`src/rtl/simon_pkg.sv`:
```
// Shared constants and types for the Simon32/64 decryption core.
package simon_pkg;

  localparam int WORD_W     = 16;
  localparam int KEY_WORDS  = 4;
  localparam int ROUNDS     = 32;
  localparam int KEYX_STEPS = 28;
  localparam int SR_W       = 96;

  // z0 sequence, bit i holds z0[i]; the sequence has period 31
  localparam logic [61:0] Z0 = {31'b0110011100001101010010001011111,
                                31'b0110011100001101010010001011111};

  typedef enum logic [1:0] {
    ST_IDLE = 2'd0,
    ST_KEYX = 2'd1,
    ST_DEC  = 2'd2,
    ST_DONE = 2'd3
  } state_e;

  typedef logic [WORD_W-1:0] word_t;
  typedef logic [KEY_WORDS-1:0][WORD_W-1:0] key_win_t;

  function automatic word_t rol(input word_t a, input int n);
    return word_t'((a << n) | (a >> (WORD_W - n)));
  endfunction

  function automatic word_t ror(input word_t a, input int n);
    return word_t'((a >> n) | (a << (WORD_W - n)));
  endfunction

  // Simon round function f(a) = (ROL1 a & ROL8 a) ^ ROL2 a
  function automatic word_t f_rnd(input word_t a);
    return (rol(a, 1) & rol(a, 8)) ^ rol(a, 2);
  endfunction

endpackage

```
`src/rtl/simon_key_step.sv`:
```
// One key-schedule step over a 4-word window, forward (expand) or backward (rewind).
module simon_key_step
  import simon_pkg::*;
(
  input  key_win_t k_i,
  input  logic     z_i,
  input  logic     bwd_i,
  output word_t    k_o
);

  word_t a, b, c, t0, t1;

  // Forward: window k[i..i+3] -> k[i+4]. Backward: window k[j-3..j] -> k[j-4].
  // Both reduce to ~c ^ t ^ z ^ 3 with the operands picked by direction.
  always_comb begin
    a  = bwd_i ? k_i[2] : k_i[3];
    b  = bwd_i ? k_i[0] : k_i[1];
    c  = bwd_i ? k_i[3] : k_i[0];
    t0 = ror(a, 3) ^ b;
    t1 = t0 ^ ror(t0, 1);
    k_o = ~c ^ t1 ^ {{(WORD_W-1){1'b0}}, z_i} ^ word_t'(3);
  end

endmodule

```
`src/rtl/simon_dec.sv`:
```
// Simon32/64 decryptor: nibble-serial load/unload, key expansion, then 32 inverse rounds.
module simon_dec
  import simon_pkg::*;
(
  input  logic       i_clk,
  input  logic       i_rst_n,
  input  logic       i_shift,
  input  logic       i_start,
  input  logic [3:0] i_data,
  output logic [3:0] o_data,
  output logic       o_busy,
  output logic       o_done
);

  localparam logic [4:0] KEYX_LAST  = 5'(KEYX_STEPS - 1);
  localparam logic [4:0] DEC_LAST   = 5'(ROUNDS - 1);
  localparam logic [4:0] Z_DEC_BASE = 5'(KEYX_STEPS - 1);

  state_e          state_q, state_d;
  logic [SR_W-1:0] sr_q, sr_d;
  key_win_t        kw_q, kw_d;
  logic [4:0]      cnt_q, cnt_d;

  logic       dec_mode;
  logic [4:0] z_idx;
  logic       z_bit;
  word_t      k_new;
  word_t      x_q, y_q, x_nx, y_nx;

  assign dec_mode = (state_q == ST_DEC);
  // Rewinding from k[j] needs z0[j-4]; with j = 31 - cnt that is 27 - cnt.
  assign z_idx    = dec_mode ? (Z_DEC_BASE - cnt_q) : cnt_q;
  assign z_bit    = Z0[z_idx];

  simon_key_step u_key_step (
    .k_i   (kw_q),
    .z_i   (z_bit),
    .bwd_i (dec_mode),
    .k_o   (k_new)
  );

  // Ciphertext lives in the low 32 bits of sr and is updated in place.
  assign x_q  = sr_q[31:16];
  assign y_q  = sr_q[15:0];
  assign x_nx = y_q;
  assign y_nx = x_q ^ f_rnd(y_q) ^ kw_q[KEY_WORDS-1];

  always_comb begin
    state_d = state_q;
    sr_d    = sr_q;
    kw_d    = kw_q;
    cnt_d   = cnt_q;
    case (state_q)
      ST_IDLE: begin
        if (i_shift) begin
          sr_d = {sr_q[SR_W-5:0], i_data};
        end else if (i_start) begin
          state_d = ST_KEYX;
          kw_d    = sr_q[SR_W-1 -: KEY_WORDS*WORD_W];
          cnt_d   = '0;
        end
      end
      ST_KEYX: begin
        kw_d = {k_new, kw_q[KEY_WORDS-1:1]};
        if (cnt_q == KEYX_LAST) begin
          state_d = ST_DEC;
          cnt_d   = '0;
        end else begin
          cnt_d = cnt_q + 5'd1;
        end
      end
      ST_DEC: begin
        // For the last four rounds the shifted-in word is never consumed.
        kw_d  = {kw_q[KEY_WORDS-2:0], k_new};
        cnt_d = cnt_q + 5'd1;
        sr_d  = {sr_q[SR_W-1:32], x_nx, y_nx};
        if (cnt_q == DEC_LAST) begin
          state_d = ST_DONE;
          sr_d    = {x_nx, y_nx, 64'b0};
        end
      end
      ST_DONE: begin
        state_d = ST_IDLE;
        cnt_d   = '0;
      end
      default: begin
        state_d = ST_IDLE;
        cnt_d   = '0;
      end
    endcase
  end

  always_ff @(posedge i_clk or negedge i_rst_n) begin
    if (!i_rst_n) begin
      state_q <= ST_IDLE;
      sr_q    <= '0;
      kw_q    <= '0;
      cnt_q   <= '0;
    end else begin
      state_q <= state_d;
      sr_q    <= sr_d;
      kw_q    <= kw_d;
      cnt_q   <= cnt_d;
    end
  end

  assign o_data = sr_q[SR_W-1 -: 4];
  assign o_busy = (state_q == ST_KEYX) || (state_q == ST_DEC);
  assign o_done = (state_q == ST_DONE);

endmodule

```
`config.mk`:
```
export PLATFORM = sky130hd
export DESIGN_NAME = simon_dec
export DESIGN_NICKNAME = d
export VERILOG_FILES = /design/src/rtl/simon_pkg.sv /design/src/rtl/simon_key_step.sv /design/src/rtl/simon_dec.sv
export SDC_FILE = /design/constraint.sdc
export NUM_CORES = 1
export LEC_CHECK = 0
export BUFFER_PORTS_ARGS = -buffer_cell sky130_fd_sc_hd__buf_2
export CORE_ASPECT_RATIO = 0.6
export CORE_UTILIZATION = 60
export CTS_CLUSTER_SIZE = 25
export DETAILED_ROUTE_END_ITERATION = 8
export HOLD_SLACK_MARGIN = 0.03
export PLACE_DENSITY = 0.76
export SLEW_MARGIN = 20
export SYNTH_ARGS = -nofsm -noshare
export SYNTH_HDL_FRONTEND = slang
export SYNTH_HIERARCHICAL = 1
export SYNTH_SLANG_ARGS = --single-unit
```
`constraint.sdc`:
```
create_clock -name i_clk -period 5.64 [get_ports i_clk]
set_input_delay 0.282 -clock i_clk [delete_from_list [all_inputs] [get_ports i_clk]]
set_output_delay 0.282 -clock i_clk [all_outputs]
set_load 0.01 [all_outputs]
```
# Yosys cells after proc, flatten, opt, wreduce, memory -nomap -nowiden
# Memories as Yosys holds them, arrays and structs flattened.
# Index checks and enable logic that the tools add are counted.
[classes]
addsub = 2
magnitude_cmp = 1
eq_ne = 10
muxes = 20
n_bitwise = 15
n_reduce_logical = 9
[op_table]
columns = ["op", "count"]
rows = [
  ["2-to-1 mux 96 bit", 2],
  ["case mux 64 bit (3 select lines)", 1],
  ["case mux 96 bit (2 select lines)", 1],
  ["2-to-1 mux 64 bit", 2],
  ["bitwise XOR 16 bit", 6],
  ["2-to-1 mux 16 bit", 3],
  ["2-to-1 mux 5 bit", 4],
  ["case mux 5 bit (4 select lines)", 1],
  ["AND 16 bit", 1],
  ["NOT 16 bit", 1],
  ["bitwise OR 13 x 16 -> 16 bit", 1],
  ["bitwise OR 15 x 16 -> 16 bit", 1],
  ["bitwise OR 16 x 1 -> 16 bit", 1],
  ["bitwise OR 16 x 2 -> 16 bit", 1],
  ["bitwise OR 16 x 8 -> 16 bit", 1],
  ["bitwise XOR 16 x 1 -> 16 bit", 1],
  ["equality test 5 bit, second input constant", 2],
  ["2-to-1 mux 2 bit", 4],
  ["!= test 2 bit, second input constant", 4],
  ["case mux 2 bit (4 select lines)", 1],
  ["less-than comparator 5 x 7 -> 1 bit, second input constant", 1],
  ["AND reduction 3 bit", 2],
  ["adder 5 x 1 -> 5 bit, second input constant", 1],
  ["subtractor 5 bit, first input constant", 1],
  ["other kinds (11)", 13],
]
[totals]
regBits = 167
mem_bits_ro = 32
inputBits = 8
output_inout_bits = 6
elab_cells = 66
mem_count = 1
[mem_list]
columns = ["name", "depth", "word_bits", "read_ports", "rd_ports_with_merged_regs", "wr", "line", "rtl"]
rows = [
  ["(name not given)", 32, 1, 1, 0, 0, "simon_dec.sv:33", "assign z_bit = Z0[z_idx];"],
]

# Longest topological paths before layout
[depth]
ltp_word = 10
ltp_mapped = 14
ltp_nobuf = 12

# Modules after synthesis
# Netlist, hierarchy kept.
[by_module_without_submodules]
columns = ["mod", "n_inst", "cells_each", "area_each_um2", "seq_area_each_um2"]
rows = [
  ["simon_dec", 1, 988, 8891.0, 4179.0],
  ["simon_key_step", 1, 85, 1157.4, 0.0],
]

# Least setup slack after synthesis
# No wires, ideal clock.
[synth_path]
path_type = "register to register"
start = "reg state_q[0]"
end = "reg kw_q[0] (netlist bit)"
setup_ns = 0.123
arrival_ns = 2.387
required_time_ns = 5.517
setup_slack_ns = 3.130
stages_incl_launch_ff = 14
n_path_buf = 1
synth_period_minus_slack_ns = 2.510
path_cell_list = "dfrtp_1 > inv_1 > ha_1 > buf_4 > xor2_1 > a21oi_1 > o221ai_1 > a22o_1 > xor2_1 > xnor3_1 > a22oi_1 > nand2_1 > o21ai_0 > o21ai_1"
[synth_via]
elab_cells_between_ends = 22
cone_classes = "4 x eq/ne; 6 x mux; 8 x bitwise; 3 x reduce/logical; 1 x memory"
[synth_rtl]
columns = ["element", "line", "rtl"]
rows = [
  ["start: declaration", "simon_dec.sv:19", "state_e state_q, state_d;"],
  ["start signal: assignment", "simon_dec.sv:100", "state_q <= state_d;"],
  ["equality test 2 bit", "simon_dec.sv:30", "assign dec_mode = (state_q == ST_DEC);"],
  ["2-to-1 mux 5 bit", "simon_dec.sv:32", "assign z_idx = dec_mode ? (Z_DEC_BASE - cnt_q) : cnt_q;"],
  ["memory read (32 x 1 bit)", "--", ""],
  ["2-to-1 mux 1 bit (implied by the code)", "simon_dec.sv:33", ""],
  ["via z_bit", "simon_dec.sv:26", "logic z_bit;"],
  ["bitwise XOR 16 x 1 -> 16 bit", "simon_key_step.sv:21", "k_o = ~c ^ t1 ^ {{(WORD_W-1){1'b0}}, z_i} ^ word_t'(3);"],
  ["NOT 2 bit (no line)", "--", ""],
  ["via k_new[0]", "simon_dec.sv:27", "word_t k_new;"],
  ["case mux 64 bit (3 select lines)", "simon_dec.sv:53", "case (state_q)"],
  ["end signal: assignment", "simon_dec.sv:102", "kw_q <= kw_d;"],
  ["end: declaration", "simon_dec.sv:21", "key_win_t kw_q, kw_d;"],
]
# The timed path passes the listed nets, and every way through them passes these cells. The select of a mux whose other input is x is not followed.
# A chain may end at the register's enable or synchronous reset.

# Worst setup path in the final report
# Ends and elaborated chain as after synthesis.

==> metrics.cfg <==
[power]
leakagePower_uw = 0.00478
vdd_ir_drop_max_mv = 0.321
power_density_nw_per_um2 = 623

[run_status]
status = complete, no violations

[sta]
setup_violations = 0
slew_violations = 0
max_freq_ghz = 0.299
fin_worst_skew_ns = 0.0115
setup-tns-final_ns = 0
tightestPinTransition_ns = 1.03
timing.slew.headroom_pct = 31.4
hold_viol_final = 0
fin_crit_sh_pct = 59.2
setup_slack_ns = 2.30
rsz0062_at_grt = false
post-route-min-period_ns = 3.34

[setup_path]
crit_path_start_kind = flip-flop
end_kind = flip-flop
required_ns = 5.93
crit_chain = inv_1, ha_4, ha_1, a21oi_1, o221ai_1, a22o_1, xor2_1, xnor3_1, a22oi_1, nand2_1, o21ai_0, o21ai_1
r2r_slack_ns = 2.30
reg2regPathDepth = 12
worstSetupStartpoint = state_q[0]
worst_path_largest_cell_delay_ns = 0.66
worstReg2RegEnd = kw_q[0]
endpoint = kw_q[0]
slowest_stage = ha_4
worstPathMaxFanout = 69
timing.rr.start = state_q[0]
path_class = reg -> reg
cp.arrival_ns = 3.63

[finish]
seqCellArea_um2 = 4180
nFillCells = 1314
area_delta_synth_final_pct = 5.96
multiInputGateArea_um2 = 5370
diodes = 0
nets = 1039
drive_above_1_share_pct = 8.43

[global_routing]
grt_max_degree = 129
grt_pass1_vias = 6950
grt-ovfl-total = 0
antenna_found_initial = 0
track_usage_pct = 31.6
grt_first_pass_wirelength_um = 40500

[floorplan]
die_y_um = 102
fp.dieArea_um2 = 17300
rows = 36
start_util_pct = 61.6
die_w_um = 169
core_um2 = 16300
pin_count = 14

[yosys]
yosys.cell_types.count = 36
ys_dominant_reg_cell = dfrtp_1
async_reset_ff_share_pct = 100
yosysSeqAreaShare_pct = 41.6
synth_seq_cells = 167
synth_area_leaders = dfrtp_1, o21ai_0, nand2_1
synth_edf_count = 0
netlist.area_leader.share_pct = 41.6
ys_warn_count = 6
syn_area_um2 = 10000
syn_avg_cell_area_um2 = 9.36
yosysTopAreaCell = dfrtp_1
postSynthCellCount = 1073
syn-num-nets = 1092

[placement]
dp_slack_ns = 2.35
gp_congestion = 0.839
dp_hpwl_um = 16800
port_buffers = 13

[detailed_routing]
top_layer_used = met4
viasPerCell = 6.12
drc_errors = 0
dr_total_vias = 7708
first_pass_iters = 5
drt_first_iter_violations = 727
dr_wl_met2_um = 10500
routed_wl_um = 25500
wire_per_inst_um = 20.2
wl_met3_um = 2690
wl_met1_um = 12000
ant_nets = 0

[clocking]
numCtsBuffers = 17
clk_pin_slew_ns = 0.07
clockRootBuffer = clkbuf_16
clockBufferDepth = 2
clk_latency_ns = 0.44
cts_tree = done
h-tree-depth = 4
cts_resized = 0
cts_sinks = 167

[hold_path]
min_path_type = in -> reg
min_from = i_data[2]

[job]
drv_cap = 0

stage by stage:
step	util (%)	cell area, µm²	instances	hold slack (ns)	power (µW)
3_5_place_dp	61.3	10000	1228	0.439	5310
6_report	65.3	10600	1260	0.271	6630
2_1_floorplan	-	10000	1073	-0.0136	4590
5_1_grt	65.3	10600	1260	0.317	7100
3_3_place_gp	61.3	10000	1228	0.440	5210
4_1_cts	65.3	10600	1260	0.272	6610
routing by layer:
layer,global-route usage [%],up-vias
li1,-,3634
met1,47.7,3736
met2,44.2,311
met3,9.91,27
met4,7.55,0
met5,0,-
cells in the final DEF, fill, tap and decap left out, drive strengths merged, types with 17 or more instances in the layout:
master	netlist	layout
o21ai	197	197
dfrtp	167	167
a22o	34	34
xnor3	32	32
clkbuf	46	17
a21oi	67	67
mux2i	22	22
a22oi	65	65
nor2b	68	68
xor2	49	49
buf	50	23
nand2	220	220
state kept, by name (all words and copies together) (netlist names):
name / flops
cnt_q: 5
state_q: 2
kw_q: 64
sr_q: 96
repair_timing:
| action | in CTS | in global routing |
|---|---|---|
| setup buffers | 0 | 0 |
| endpoints found under the hold margin | 94 | 0 |
| hold buffers | 1 | 0 |
Yosys cell counts (4+ instances only):
master / count
a21oi_1: 67
a22o_1: 34
a22oi_1: 65
buf_2: 35
buf_4: 7
buf_6: 6
clkbuf_1: 29
clkbuf_2: 17
dfrtp_1: 167
ha_1: 11
inv_1: 5
mux2_2: 11
mux2i_1: 12
mux2i_4: 7
nand2_1: 220
nand2b_1: 4
nor2_1: 4
nor2b_1: 68
o21ai_0: 179
o21ai_1: 18
xnor3_1: 32
xor2_1: 49
critical path, delay by kind of cell, from the launching register on:
family,cells,cell delay (ns)
AO/OA/AOI/OAI,6,0.89
XOR/XNOR,2,0.57
adder cells (fa/ha/maj),2,1.04
buffers and inverters,1,0.22
flip-flops,1,0.41
AND/OR/NAND/NOR,1,0.07
final cells by class:
class	count	area share (%)
clock buffers	17	4.00
clock inverters	14	1.95
inverters	5	0.176
multi-input cells	805	50.4
flip-flops and latches	167	39.2
well taps	228	2.68
repair buffers	24	1.50
kinds of logic after synthesis:
| logic type | synth area share, % |
|---|---|
| compound gates | 21.5 |
| xor+xnor | 11.7 |
| fa+ha+maj | 1.37 |
| buf+inv | 5.45 |
| flops | 41.6 |
| mux | 4.86 |
| simple gates | 13.6 |
worst min path at each step:
stage / to / slack, ns / cells after the start
after floorplan: cnt_q[0] / -0.01 / 0
after global placement: sr_q[50] / 0.44 / 1
after detailed placement: sr_q[50] / 0.44 / 1
after CTS: sr_q[1] / 0.27 / 4
after global routing: sr_q[0] / 0.32 / 4
final: sr_q[2] / 0.27 / 4
report_power, final:
| group | internal [µW] | switching [µW] | leakage (µW) |
|---|---|---|---|
| combinational | 1750 | 1330 | 0.00239 |
| sequential | 1600 | 678 | 0.00209 |
| clock | 752 | 530 | 0.000304 |
| total | 4100 | 2530 | 0.00478 |
(Power assumes the default switching activity.)
